==> config.mk <==
export PLATFORM = sky130hd
export DESIGN_NAME = mdp3_serializer
export DESIGN_NICKNAME = d
export VERILOG_FILES = /design/src/rtl/mdp3_serializer.sv
export SDC_FILE = /design/constraint.sdc
export NUM_CORES = 1
export LEC_CHECK = 0
export ABC_AREA = 1
export CORE_UTILIZATION = 42
export CTS_BUF_LIST = sky130_fd_sc_hd__clkbuf_8
export DETAILED_ROUTE_END_ITERATION = 10
export PLACE_DENSITY = 0.77
export SLEW_MARGIN = 0
export SYNTH_ARGS = -nofsm -noshare
export SYNTH_HDL_FRONTEND = slang
export SYNTH_SLANG_ARGS = --single-unit
==> constraint.sdc <==
create_clock -name clk -period 1.84 [get_ports clk]
set_clock_uncertainty 0.2 [all_clocks]
set_input_delay 0.276 -clock clk [delete_from_list [all_inputs] [get_ports clk]]
set_output_delay 0.276 -clock clk [all_outputs]
set_load 0.03 [all_outputs]
==> src/rtl/mdp3_serializer.sv <==
//------------------------------------------------------------------------------
// Module      : mdp3_serializer
// Description : Captures one MDP3 book-update field set and emits it as five
//               64-bit wire beats (beat 0..4) under valid/ready flow control.
//               Price and quantity are byte-reversed onto the wire. Supports
//               back-to-back messages with no idle beat between them.
// Options     : `define MDP3_SER_SEQ_EN to place a 16-bit wrapping sequence
//               counter in beat 0; otherwise beat 0 is all zeros.
// Revision    : 1.0 - initial release
//------------------------------------------------------------------------------
`default_nettype none

module mdp3_serializer #(
    parameter logic [15:0] SEQ_INIT = 16'h0000
) (
    input  logic        clk,
    input  logic        reset,
    input  logic        in_valid,
    output logic        in_ready,
    input  logic [1:0]  ACTION,
    input  logic [1:0]  ENTRY_TYPE,
    input  logic [63:0] PRICE,
    input  logic [15:0] QUANTITY,
    input  logic [7:0]  NUM_ORDERS,
    output logic [63:0] MESSAGE,
    output logic        beat_valid,
    input  logic        beat_ready,
    output logic        done
);

    localparam logic [0:0] S_IDLE = 1'b0;
    localparam logic [0:0] S_SEND = 1'b1;

    localparam logic [2:0] c_last_beat = 3'd4;

    logic [0:0]  r_state;
    logic [0:0]  w_state_nxt;
    logic [2:0]  r_beat;
    logic [2:0]  w_beat_nxt;
    logic        w_load;
    logic        w_last_acc;
    logic        w_hs;

    logic [1:0]  r_action;
    logic [1:0]  r_entry_type;
    logic [63:0] r_price;
    logic [15:0] r_quantity;
    logic [7:0]  r_num_orders;

    logic [63:0] w_price_rev;
    logic [15:0] w_qty_rev;
    logic [63:0] w_beat0;

    // Ready in IDLE, or on the final beat when it is being accepted, so a new
    // message can follow without a gap. Held low throughout reset.
    assign in_ready   = !reset && ((r_state == S_IDLE) ||
                                   ((r_beat == c_last_beat) && beat_ready));
    assign w_hs       = in_valid && in_ready;
    assign beat_valid = (r_state == S_SEND);
    assign done       = (r_state == S_SEND) && (r_beat == c_last_beat);

    // Byte 0 of the host value becomes byte 7 on the wire.
    assign w_price_rev = {r_price[7:0],   r_price[15:8],  r_price[23:16], r_price[31:24],
                          r_price[39:32], r_price[47:40], r_price[55:48], r_price[63:56]};
    assign w_qty_rev   = {r_quantity[7:0], r_quantity[15:8]};

`ifdef MDP3_SER_SEQ_EN
    logic [15:0] r_seq;

    // Sequence number advances once per fully delivered message.
    always_ff @(posedge clk) begin
        if (reset) begin
            r_seq <= SEQ_INIT;
        end else if (w_last_acc) begin
            r_seq <= r_seq + 16'd1;
        end
    end

    assign w_beat0 = {48'd0, r_seq};
`else
    logic w_unused_seq_init;
    assign w_unused_seq_init = ^SEQ_INIT;
    assign w_beat0           = 64'd0;
`endif

    // State and beat index register.
    always_ff @(posedge clk) begin
        if (reset) begin
            r_state <= S_IDLE;
            r_beat  <= 3'd0;
        end else begin
            r_state <= w_state_nxt;
            r_beat  <= w_beat_nxt;
        end
    end

    // Field capture on handshake; the message in flight is isolated from inputs.
    always_ff @(posedge clk) begin
        if (reset) begin
            r_action     <= 2'd0;
            r_entry_type <= 2'd0;
            r_price      <= 64'd0;
            r_quantity   <= 16'd0;
            r_num_orders <= 8'd0;
        end else if (w_load) begin
            r_action     <= ACTION;
            r_entry_type <= ENTRY_TYPE;
            r_price      <= PRICE;
            r_quantity   <= QUANTITY;
            r_num_orders <= NUM_ORDERS;
        end
    end

    // Next-state: beat index moves only when the current beat is accepted.
    always_comb begin
        w_state_nxt = r_state;
        w_beat_nxt  = r_beat;
        w_load      = 1'b0;
        w_last_acc  = 1'b0;
        case (r_state)
            S_IDLE: begin
                if (w_hs) begin
                    w_state_nxt = S_SEND;
                    w_beat_nxt  = 3'd0;
                    w_load      = 1'b1;
                end
            end
            S_SEND: begin
                if (beat_ready) begin
                    if (r_beat == c_last_beat) begin
                        w_last_acc = 1'b1;
                        w_beat_nxt = 3'd0;
                        if (w_hs) begin
                            w_load = 1'b1;
                        end else begin
                            w_state_nxt = S_IDLE;
                        end
                    end else begin
                        w_beat_nxt = r_beat + 3'd1;
                    end
                end
            end
            default: begin
                w_state_nxt = S_IDLE;
                w_beat_nxt  = 3'd0;
            end
        endcase
    end

    // Beat formatter; all zeros whenever no beat is being presented.
    always_comb begin
        MESSAGE = 64'd0;
        if (r_state == S_SEND) begin
            case (r_beat)
                3'd0:    MESSAGE = w_beat0;
                3'd1:    MESSAGE = {38'd0, r_action, 6'd0, r_entry_type, 16'd0};
                3'd2:    MESSAGE = {48'd0, w_price_rev[63:48]};
                3'd3:    MESSAGE = {w_price_rev[47:0], w_qty_rev};
                3'd4:    MESSAGE = {r_num_orders, 56'd0};
                default: MESSAGE = 64'd0;
            endcase
        end
    end

endmodule

`default_nettype wire
== Yosys cells after proc, flatten, opt, wreduce, memory -nomap -nowiden ==
Index checks and enable logic that the tools add are counted.

* Register bits: 96
* Output and inout port bits: 67
* Input port bits: 96

* Reductions and logical operators: 7
* Muxes and demuxes: 13
* Equal/unequal tests: 6
* Add/subtract/negate cells: 1
* Bitwise gates (word level): 1

{| class="wikitable"
|+ Operators with widths
! kind !! number
|-
| case mux 64 bit (4 select lines) || 1
|-
| two-way mux 64 bit || 1
|-
| two-way mux 3 bit || 3
|-
| == test 3 x 2 -> 1 bit, second input constant || 2
|-
| case mux 3 bit (2 select lines) || 1
|-
| two-way mux 1 bit || 5
|-
| logical AND 1 bit || 4
|-
| != test 2 bit, second input constant || 2
|-
| case mux 1 bit (2 select lines) || 2
|-
| adder 3 x 1 -> 3 bit, second input constant || 1
|-
| == test 3 x 1 -> 1 bit, second input constant || 1
|-
| == test 3 bit, second input constant || 1
|-
| AND reduction 2 bit || 1
|-
| logical NOT 1 bit || 1
|-
| logical OR 1 bit || 1
|-
| inverter 1 bit || 1
|}

== Logic depth before layout (Yosys ltp) ==
* Word-level depth: 9
* Gate-level depth with buffers: 9
* Gate-level depth less buffers: 7

== Worst setup path after synthesis ==
Ideal clock, no wire load.

* Path kind: register to output
* From: reg r_beat[1]
* To: out MESSAGE[10]
* Data arrival time: 1.686 ns
* Required time: 1.364 ns
* Stages on the path, launching flop included: 9
* Buffers on the path: 2
* Slack: -0.322 ns
* Path through: dfxtp_1 -> ha_1 -> ha_1 -> buf_2 -> buf_1 -> nand2_1 -> o21ai_0 -> inv_1 -> nor2_1

* Word-level cells in the longest chain between the ends: 3

{| class="wikitable"
|+ Ends and longest elaborated chain
! element !! RTL line !! source
|-
| start: declaration || 38 || <nowiki>logic [2:0] r_beat;</nowiki>
|-
| start signal: assignment || 93 || <nowiki>r_beat <= w_beat_nxt;</nowiki>
|-
| == test 3 bit (tied with other cells) || 154 || <nowiki>case (r_beat)</nowiki>
|-
| case mux 64 bit (4 select lines) * || 154 ||
|-
| two-way mux 64 bit * || 153 || <nowiki>if (r_state == S_SEND) begin</nowiki>
|-
| end: declaration || 25 || <nowiki>output logic [63:0] MESSAGE,</nowiki>
|}

Every way passes the cells marked *; elsewhere a longest branch is shown, timed or not.

== Worst setup path in the final report ==
* From: reg r_beat[0]
* To: out MESSAGE[29]

Same word-level chain as after synthesis.

==> flow_summary_export.csv <==
group,metric,value,unit
sta,hold_violations,0,
clock_tree,root_buffer,"clkbuf_8",
power_and_ir_drop,switchingPower,0.00123,W
clock_tree,cts.sinks,96,
critical_path,cpPeakStageDelay,0.41,ns
power_and_ir_drop,clkPwrFrac,26.9,%
yosys,yosysTopAreaCell,"dfxtp_1",
sta,finalSetupTns,-28.51,ns
placement,dp_slack,-0.137,ns
hold_path,holdPathStages,3,
detailed_routing,vias,5623,
global_route,grt.total_usage,24.1,%
status,status,"finished with violations",
sta,holdWs,0.128,ns
layout,area_growth,57.5,%
power_and_ir_drop,p_per_area,530,nW/um^2
floorplan,design.core.area,12000,sq um
power_and_ir_drop,swShare,28.5,%
placement,gp_congestion,0.812,
global_route,grt_pass1_vias,5197,
sta,relSlewSlack,60.1,%
power_and_ir_drop,irDropWorstVdd,0.306,mV
floorplan,die-area,12700,sq um
critical_path,critPathTopFamily,"buffers and inverters",
yosys,synth_cell_types,19,
sta,fin_crit,2.35,ns
detailed_routing,drc,0,
critical_path,crit_chain,"inv_6, ha_4, nand2_4, nand2_4, o21ai_4, buf_12, buf_12, buf_16, nor2_4, buf_6",
hold_path,hp-class,"in -> reg",
clock_tree,cts_buffers,9,
yosys,synthCells,845,
detailed_routing,drt_pass1_iterations,5,
sta,setup_viol,66,
critical_path,crit_cells,10,
detailed_routing,ant_nets,0,
sta,worstMarginPinSlew,0.598,ns
yosys,mappedNetlistArea,5160,sq um
detailed_routing,vias_per_cell,4.88,
floorplan,die_y,113,um
critical_path,r2r_slack,0.12,ns
sta,period_share,128,%
clock_tree,cts.clk_slew.worst_paths,0.08,ns
layout,diodes,0,
placement,place_inst,1124,
global_route,grt_antenna_before_repair,1,
detailed_routing,drt_wl_total,16.1,mm
sta,rsz0062_at_grt,"true",
floorplan,io_pins,163,
yosys,ys_seq_area_share,37.2,%
yosys,syn_avg_cell_area,6.11,sq um
clock_tree,clk_latency,0.36,ns
power_and_ir_drop,p_comb_share,20.0,%
clock_tree,cts_buffer_depth,2,
critical_path,required,1.36,ns
layout,drive_above_1_share,23.3,%
critical_path,cp_data_arrival_time,1.87,ns
critical_path,crit_type,"reg -> out",
power_and_ir_drop,p_seq_share,53.2,%
sta,fmax,426,MHz
critical_path,endpoint_kind,"output port",
yosys,synth_nets,946,
clock_tree,htree_levels,3,
run,cap_violations,0,
yosys,synthTopCellsByArea,"dfxtp_1, nand2_1, nor2_1",
global_route,grt_pass1_wl,24.8,mm
critical_path,reg2reg_depth,8,
yosys,yosys_warnings,0,
sta,setup_slack,-0.507,ns
critical_path,path_buf_inv,5,
clock_tree,cts_tree,"done",
yosys,synth_top_area_share,37.2,%
placement,hpwlAfterDp,10.4,mm
status,violations,"negative setup slack",
critical_path,startpoint_type,"flop",
detailed_routing,post_drt_wl_per_cell,14.0,um
power_and_ir_drop,leakage,3.37,nW
layout,fillers,1012,
yosys,ys_ff_latch,96,
detailed_routing,drt_iter0_drc,446,
critical_path,crit_fanout,7,
floorplan,start_util,43.0,%
placement,port_buffers,162,
global_route,grt_overflow,0,
floorplan,num_rows,40,
layout,nNetsFinal,1105,
power_and_ir_drop,internal_power,0.00308,W
floorplan,fp.dieW,113,um
global_route,grt_max_degree,57,
sta,drv_slew,0,
layout,stdcell_count,1153,
critical_path,cpMaxStageDelayCell,"dfxtp_4",
## worst min-delay path, delay by kind of cell
| kind | cells | cell delay, ns |
|---|---|---|
| buf+inv | 1 | 0.20 |
| simple gates | 2 | 0.17 |
## layer usage
metal | global-route usage, % | wire [um]
met4 | 6.67 | 177
met1 | 31.4 | 7100
met3 | 5.20 | 1060
met2 | 40.4 | 7780
met5 | 0 | 13
## placed cells by master, fill, tap and decap left out, types with 7 or more instances in the layout
cell type        instances
buf_12                  17
buf_4                   48
buf_6                   52
clkbuf_8                 9
clkdlybuf4s50_1         93
dfxtp_1                 94
inv_1                  124
nand2_1                241
nand2_2                 12
nand2_4                  7
nand4_1                 92
nor2_1                  96
nor2_4                  60
o21ai_0                  9
o21ai_1                 14
## worst paths after layout
| path | startpoint | endpoint |
|---|---|---|
| worst min register to register | r_quantity[8] | r_quantity[8] |
| worst max register to register | r_beat[1] | r_price[62] |
| worst min-delay path | in_valid | r_entry_type[1] |
| worst max-delay path | r_beat[0] | MESSAGE[29] |
## power groups by stage
| stage | Combinational, W | Sequential, W | Clock (W) |
|---|---|---|---|
| 4_1_cts | 0.000843 | 0.00228 | 0.00117 |
| 5_1_grt | 0.000943 | 0.00230 | 0.00126 |
| 3_3_place_gp | 0.000800 | 0.00232 | 0 |
| 2_1_floorplan | 0.000448 | 0.00232 | 0 |
| 3_5_place_dp | 0.000810 | 0.00233 | 0 |
| 6_report | 0.000859 | 0.00229 | 0.00116 |
## repair_timing
item | 4_1_cts | 5_1_grt
cloned | 2 | 4
endpoints found under the hold margin | 0 | 0
gates resized for setup | 45 | 70
buffers inserted | 6 | 6
pin swaps | 4 | 19
hold buffers | 0 | 0
endpoints found under the setup margin | 67 | 67
## sequential cells by signal (all words and copies together), names as in the netlist
register,cells
r_beat,3
r_action,2
r_price,64
beat_valid,1
r_entry_type,2
r_quantity,16
r_num_orders,8
## per-stage QoR
stage	utilization, %	total power (W)	instance area (sq um)
after floorplan	-	0.00277	5690
after global placement	61.7	0.00312	7410
after detailed placement	61.7	0.00314	7410
after CTS	65.4	0.00429	7860
after global routing	67.7	0.00451	8130
final	67.7	0.00431	8130
## cells in the mapped netlist (all sizes together)
library cell / number
nand2: 260
nand3b: 1
o21ai: 29
nand3: 5
clkbuf: 26
nor2: 158
buf: 41
a21oi: 5
ha: 5
nand4: 92
dfxtp: 96
inv: 127
## cell type report
class,instances,area [sq um],area share (%)
flip-flops and latches,96,1930,23.7
well taps,147,184,2.26
inverters,127,485,5.97
multi-input cells,555,3060,37.7
clock buffers,9,124,1.52
repair buffers,215,2330,28.6
clock inverters,4,17.5,0.215
## kinds of logic (layout without fill, tap and decap cells)
group | Yosys count | count (layout) | synth area share [%]
buffers and inverters | 194 | 355 | 15.7
AND/OR/NAND/NOR | 516 | 516 | 42.4
adder cells (fa/ha/maj) | 5 | 5 | 1.21
flip-flops | 96 | 96 | 37.2
AO/OA/AOI/OAI | 34 | 34 | 3.51
Power figures use the tool's default switching activity.
